--- src/rtl/ram_arbiter_pkg.sv ---
// Shared types and constants for the two-port data RAM arbiter.
package ram_arbiter_pkg;
  typedef enum logic [1:0] {
    IDLE   = 2'd0,
    ACCESS = 2'd1,
    ACK    = 2'd2
  } state_t;

  localparam logic PORT0 = 1'b0;
  localparam logic PORT1 = 1'b1;

  // First of the four memory-mapped PWM registers (1000..1003)
  localparam logic [11:0] PWM_BASE = 12'd1000;
endpackage

--- src/rtl/rr_select.sv ---
// Combinational two-way winner pick: round-robin against last_grant, or fixed port-0 priority.
module rr_select
  import ram_arbiter_pkg::*;
#(
  parameter int FIXED_PRIO = 0
) (
  input  logic [1:0] req,
  input  logic       last_grant,
  output logic       any,
  output logic       winner
);
  always_comb begin
    any    = |req;
    winner = PORT0;
    case (req)
      2'b01:   winner = PORT0;
      2'b10:   winner = PORT1;
      2'b11:   winner = (FIXED_PRIO != 0) ? PORT0 : logic'(~last_grant);
      default: winner = PORT0;
    endcase
  end
endmodule

--- src/rtl/ram_arbiter.sv ---
// Serialises two requesters onto the single-port data RAM: IDLE -> ACCESS -> ACK, one transaction per 3 cycles.
module ram_arbiter
  import ram_arbiter_pkg::*;
#(
  parameter int DATA_WIDTH    = 32,
  parameter int ADDRESS_WIDTH = 12,
  parameter int FIXED_PRIO    = 0
) (
  input  logic                     clk,
  input  logic                     reset,
  input  logic                     p0_req,
  input  logic                     p0_wEn,
  input  logic [ADDRESS_WIDTH-1:0] p0_addr,
  input  logic [DATA_WIDTH-1:0]    p0_dataIn,
  output logic                     p0_ack,
  output logic [DATA_WIDTH-1:0]    p0_dataOut,
  input  logic                     p1_req,
  input  logic                     p1_wEn,
  input  logic [ADDRESS_WIDTH-1:0] p1_addr,
  input  logic [DATA_WIDTH-1:0]    p1_dataIn,
  output logic                     p1_ack,
  output logic [DATA_WIDTH-1:0]    p1_dataOut,
  output logic                     ram_wEn,
  output logic [ADDRESS_WIDTH-1:0] ram_addr,
  output logic [DATA_WIDTH-1:0]    ram_dataIn,
  input  logic [DATA_WIDTH-1:0]    ram_dataOut,
  output logic                     busy
);
  state_t state, state_nxt;
  logic   winner, last_grant, any, pick;

  rr_select #(.FIXED_PRIO(FIXED_PRIO)) u_sel (
    .req       ({p1_req, p0_req}),
    .last_grant(last_grant),
    .any       (any),
    .winner    (pick)
  );

  always_ff @(posedge clk or posedge reset) begin
    if (reset) state <= IDLE;
    else       state <= state_nxt;
  end

  always_comb begin
    state_nxt = state;
    case (state)
      IDLE:    if (any) state_nxt = ACCESS;
      ACCESS:  state_nxt = ACK;
      ACK:     state_nxt = IDLE;
      default: state_nxt = IDLE;
    endcase
  end

  always_comb busy = (state != IDLE);

  // Datapath: the command is latched at the granting edge, so later changes on the port are ignored.
  always_ff @(posedge clk or posedge reset) begin
    if (reset) begin
      winner     <= PORT0;
      last_grant <= PORT1;
      ram_wEn    <= 1'b0;
      ram_addr   <= '0;
      ram_dataIn <= '0;
      p0_ack     <= 1'b0;
      p1_ack     <= 1'b0;
      p0_dataOut <= '0;
      p1_dataOut <= '0;
    end else begin
      case (state)
        IDLE: begin
          if (any) begin
            winner     <= pick;
            last_grant <= pick;
            ram_wEn    <= pick ? p1_wEn    : p0_wEn;
            ram_addr   <= pick ? p1_addr   : p0_addr;
            ram_dataIn <= pick ? p1_dataIn : p0_dataIn;
          end else begin
            ram_wEn <= 1'b0;
          end
        end
        ACCESS: begin
          // RAM updated dataOut on the negedge inside this cycle
          ram_wEn <= 1'b0;
          if (winner == PORT1) begin
            p1_ack <= 1'b1;
            if (!ram_wEn) p1_dataOut <= ram_dataOut;
          end else begin
            p0_ack <= 1'b1;
            if (!ram_wEn) p0_dataOut <= ram_dataOut;
          end
        end
        ACK: begin
          p0_ack <= 1'b0;
          p1_ack <= 1'b0;
        end
        default: begin
          ram_wEn <= 1'b0;
          p0_ack  <= 1'b0;
          p1_ack  <= 1'b0;
        end
      endcase
    end
  end
endmodule

--- config.mk ---
export PLATFORM = sky130hd
export DESIGN_NAME = ram_arbiter
export DESIGN_NICKNAME = d
export VERILOG_FILES = /design/src/rtl/ram_arbiter_pkg.sv /design/src/rtl/rr_select.sv /design/src/rtl/ram_arbiter.sv
export SDC_FILE = /design/constraint.sdc
export NUM_CORES = 1
export LEC_CHECK = 0
export BUFFER_PORTS_ARGS = -buffer_cell sky130_fd_sc_hd__buf_2
export CORE_ASPECT_RATIO = 0.5
export CORE_MARGIN = 4
export CORE_UTILIZATION = 47
export CTS_BUF_LIST = sky130_fd_sc_hd__clkbuf_4 sky130_fd_sc_hd__clkbuf_8 sky130_fd_sc_hd__clkbuf_16
export DETAILED_ROUTE_END_ITERATION = 6
export GPL_ROUTABILITY_DRIVEN = 0
export HOLD_SLACK_MARGIN = 0.02
export PLACE_DENSITY = 0.8
export SLEW_MARGIN = 20
export SYNTH_ARGS = -nofsm -noshare
export SYNTH_HDL_FRONTEND = slang
export SYNTH_SLANG_ARGS = --single-unit
--- constraint.sdc ---
create_clock -name clk -period 5.2 [get_ports clk]
set_clock_uncertainty 0.2 [all_clocks]
set_input_delay 1.04 -clock clk [delete_from_list [all_inputs] [get_ports clk]]
set_output_delay 1.04 -clock clk [all_outputs]
set_load 0.01 [all_outputs]
Word level (Yosys, flattened, before mapping)
Cells that the tools add are included.
{"block": "classes", "n_eq_ne": 7, "bitwise_logic": 4, "muxes": 12, "n_reduce_logical": 8}
{"operator": "$mux 32", "n": 1}
{"operator": "$mux 12", "n": 1}
{"operator": "$pmux 1 s2", "n": 4}
{"operator": "$eq 2x2->1 const B", "n": 3}
{"operator": "$ne 2x2->1 const B", "n": 3}
{"operator": "$reduce_and 2->1", "n": 3}
{"operator": "$reduce_and 3->1", "n": 2}
{"operator": "$mux 1", "n": 4}
{"operator": "$not 1->1", "n": 4}
{"operator": "$pmux 2 s2", "n": 1}
{"operator": "$eq 2x1->1 const B", "n": 1}
{"operator": "$logic_not 2->1", "n": 1}
{"operator": "$mux 2", "n": 1}
{"operator": "$reduce_bool 2->1", "n": 1}
{"operator": "$reduce_or 2->1", "n": 1}
{"block": "word_totals", "out_inout_bits": 112, "register_bits": 115, "elab_cells": 41, "input_bits": 126}

Depth between registers and ports, before layout
{"block": "depth", "depth_word": 5, "depth_mapped": 5, "mapped_depth_nobuf": 3}

Cells and area by module
A second synthesis with hierarchy kept.
{"block": "hier_totals", "cells_unflattened": 303, "area_unflattened_um2": 4917.2}
{"mod": "ram_arbiter", "area_per_inst_um2": 4903.5, "instances": 1, "cells_per_inst": 301}
{"mod": "rr_select", "area_per_inst_um2": 13.8, "instances": 1, "cells_per_inst": 2}

Least setup slack after synthesis
OpenSTA, ideal clock, no wires.
{"block": "synth_path", "path_kind": "input to register", "startpoint": "input port p1_req", "endpoint": "register ram_dataIn[14]", "setup_time_ns": 0.125, "required_time_ns": 4.875, "t_arrival_ns": 2.060, "slack_ns": 2.815, "path_buffers": 2, "path_stages": 5, "path_cell_list": "a21bo_1 buf_6 buf_8 mux2_4 mux2_4"}
{"block": "synth_between", "elab_chain_cells": 3, "word_cells_on_any_way": 6, "classes_between": "eq/ne (2); mux (2); reduce/logical (2)"}
{"element": "start, declared", "line": "ram_arbiter.sv:17", "text": "input logic p1_req,"}
{"element": "$eq 2x2->1", "line": "rr_select.sv:15", "text": "case (req)"}
{"element": "$pmux 1 s2", "line": "rr_select.sv:15"}
{"element": "$mux 32", "line": "ram_arbiter.sv:76", "text": "ram_dataIn <= pick ? p1_dataIn : p0_dataIn;"}
{"element": "end signal, assigned", "line": "ram_arbiter.sv:76"}
{"element": "end, declared", "line": "ram_arbiter.sv:25", "text": "output logic [DATA_WIDTH-1:0] ram_dataIn,"}
Several ways; a longest one is shown, not always the timed one.
A chain may end at the register's enable or synchronous reset.

Final worst setup path
{"block": "layout_path", "startpoint": "input port p1_req", "endpoint": "register ram_dataIn[2]"}
Same word-level chain as after synthesis.

==> results by group <==
Detailed routing
  – DR iter-0 viols: 107
  – DR vias/cell: 4.886
  – DRT antenna net count: 0
  – DRT Wirelength: 12.04 mm
  – Vias: 3420
  – DRC: 0
  – Wirelength per Cell: 17.19 um
  – Router iterations before antenna repair: 4

Timing
  – Final worst-path cycle share: 0.5722
  – Slew Limit Fails: 0
  – RSZ-0062 raised after global routing: false
  – Setup TNS Final: 0 ns
  – Min Tclk post-route: 2.975 ns
  – Final hold violation count: 0
  – Fmax: 0.3361 GHz
  – Final setup viols: 0
  – Pin slew with the least headroom to its limit: between 0.9 and 1 ns
  – Max-slew headroom: 0.3398
  – Hold WS: 0.2952 ns

CTS
  – Post-CTS setup buffers: 0
  – Clk_lat worst skew: just under 0.4 ns
  – Clock Pin Slew Worst Setup and Hold Paths: 0.05 ns
  – TritonCTS clock tree: built
  – Cts hold-fix bufs: 0
  – CTS buffer count: 17
  – CTS HTree Levels: 4
  – Post-CTS Resized: 0
  – Clk root buf: clkbuf_16
  – CTS max path bufs: 2
  – CTS Sinks: 115

Layout
  – Final std cells w/o fill: 700
  – Final instance area: 0.007003 mm^2
  – Layout cells sized above 1: 0.7732
  – Area Growth Syn to Fin: 35.32%
  – Fin nets: 673
  – Antenna cells: 0
  – Fill cell count: 763

Setup path
  – Worst reg2reg path depth: 4
  – CP endpoint kind: flop
  – FF-to-FF End: ram_dataIn[2]
  – CP delay by family, top: compound AO/OA/AOI/OAI gates
  – Data arrival, critical path: 3.05 ns
  – CP peak stage delay: around 0.85 ns
  – FF-to-FF setup slack: about 2.5 ns
  – Top cell by count, worst path: mux2_4
  – Slowest-stage cell, CP: a21bo_2
  – Critical path required time: about 5.3 ns
  – Worst Setup Path Type: in2reg
  – Reg-to-Reg Start: last_grant
  – Buf/Inv on CP: 2
  – Worst path cell trace: buf_2 -> a21bo_2 -> buf_4 -> mux2_4 -> mux2_4
  – Critical Path Start Type: input pin
  – CP Max Fanout: 31

Synthesis
  – Top post-synthesis cells by area: dfrtp_1 (55%), mux2_4 (22%), mux2_2 (17%)
  – Synth Instances: between 300 and 400
  – Yosys cell types: 20
  – #FFs+latches synth: 115
  – Syn. warnings: 0
  – Synth top area share: 0.5513
  – Synthesized net count: ~430
  – Avg Inst Size Synth: ~17 um^2
  – Synth area leader: dfrtp_1
  – Register area share after synthesis: 0.5563
  – Mapped Area: just over 0.005 mm^2

Power
  – PwrDens: 663.7 mW/mm^2
  – VDD IR max: 288.7 uV
  – Leak: around 0.0036 uW

Worst hold path
  – Min-Delay Endpoint: p0_ack
  – HP Class: reg2reg
  – Worst Hold Depth: 2
  – Min-delay src: p0_ack

Global route
  – Largest net degree at the start of global routing: between 80 and 90
  – First-pass GRT wire length: ~19 mm
  – Vias in the first global route: 3765
  – Initial antenna violation count: 0
  – All-Layer GR Usage: 0.1872
  – Grt ovf: 0

Floorplan
  – Num rows: 26
  – Die Footprint: 0.01286 mm^2
  – Die H: 82.20 um
  – I/O pin cnt: 238
  – Die width: 156.4 um
  – Initial core utilization: 0.4940
  – Core Area: 0.01048 mm^2

Outcome
  – Status: finished, final reports clean

Placement
  – Placed instance area: roughly 0.0064 mm^2
  – Hpwl dp: 8.885 mm
  – I/O Buffers: 237
  – Dpl cells: 668

Flow run
  – Max Cap Viol: 0
[worst max path at each step]
stage	depth (start not counted)	slack, ns	to	from
3_5_place_dp	5	1.80	ram_addr[7]	p1_req
4_1_cts	5	2.23	ram_dataIn[2]	p1_req
5_1_grt	5	2.15	ram_dataIn[2]	p1_req
3_3_place_gp	5	1.86	ram_dataIn[10]	p1_req
6_report	5	2.22	ram_dataIn[2]	p1_req
2_1_floorplan	1	0.92	p0_ack	reset
[where the power goes]
group	leakage, uW	internal, uW	total, uW	switching, uW
logic	0.00193	1060	1900	839
registers	0.00136	1370	1620	254
clock network	0.000289	717	1130	417
total	0.00358	3140	4650	1510
[synthesized netlist by cell type, drive strengths merged]
master,count
mux2,153
dfrtp,114
buf,16
a21oi,3
inv,3
nor2,3
nor3b,2
a21bo,1
a31oi,1
and2b,1
dfstp,1
nand2,1
o21a,1
o22ai,1
o2bb2ai,1
[sequential cells by signal, summed over array words and instances (netlist names)]
register    flops
last_grant      1
p0_ack          1
p0_dataOut     32
p1_ack          1
p1_dataOut     32
ram_addr       12
ram_dataIn     32
ram_wEn         1
state           2
winner          1
[routing by layer]
metal	wire length, um	share of wire	GRT usage
met5	0	0	0
met3	674	0.056	0.04321
met4	233	0.019	0.08312
met1	4627	0.38	0.2050
met2	6501	0.54	0.3543
[area by class of cell]
cell class	count	area, um^2	share of cell area
flip-flops and latches	115	2879	0.4111
multi-input cells	168	2120	0.3027
repair buffers	242	1224	0.1747
clock buffers	18	432.9	0.06182
well taps	140	175.2	0.02501
clock inverters	14	156.4	0.02233
inverters	3	16.27	0.002323
[cells in the final DEF (no fill, tap or decap), types with 2 or more instances in the layout]
master and count:
clkbuf_16 17, clkinv_4 6, mux2_4 75, nor3b_4 2, nor2_1 3, inv_6 4
a21oi_1 3, inv_1 2, dfrtp_1 114, buf_2 237, clkinv_2 2, mux2_2 78
bufinv_16 2, buf_4 5
[stage by stage]
step | setup slack [ns] | total power, uW | util
after floorplan | 0.9176 | 2870 | -
after global placement | 1.864 | 3475 | 0.6120
after detailed placement | 1.800 | 3548 | 0.6120
after CTS | 2.229 | 4714 | 0.6683
after global routing | 2.152 | 4913 | 0.6685
final | 2.225 | 4648 | 0.6685
[cells by family after synthesis]
logic type | Yosys count | synth area share
muxes | 153 | 0.3873
and+or+nand+nor | 7 | 0.009187
DFF | 115 | 0.5563
AOI/OAI and AO/OA | 8 | 0.01040
buffers and inverters | 19 | 0.03675
[tightest hold or removal path, cell delays in order, from the launching register on]
cell	delay [ns]
dfrtp_1	0.33
a21oi_1	0.04
nor2_1	0.08
Note: power is estimated with default switching activity, not from simulation.
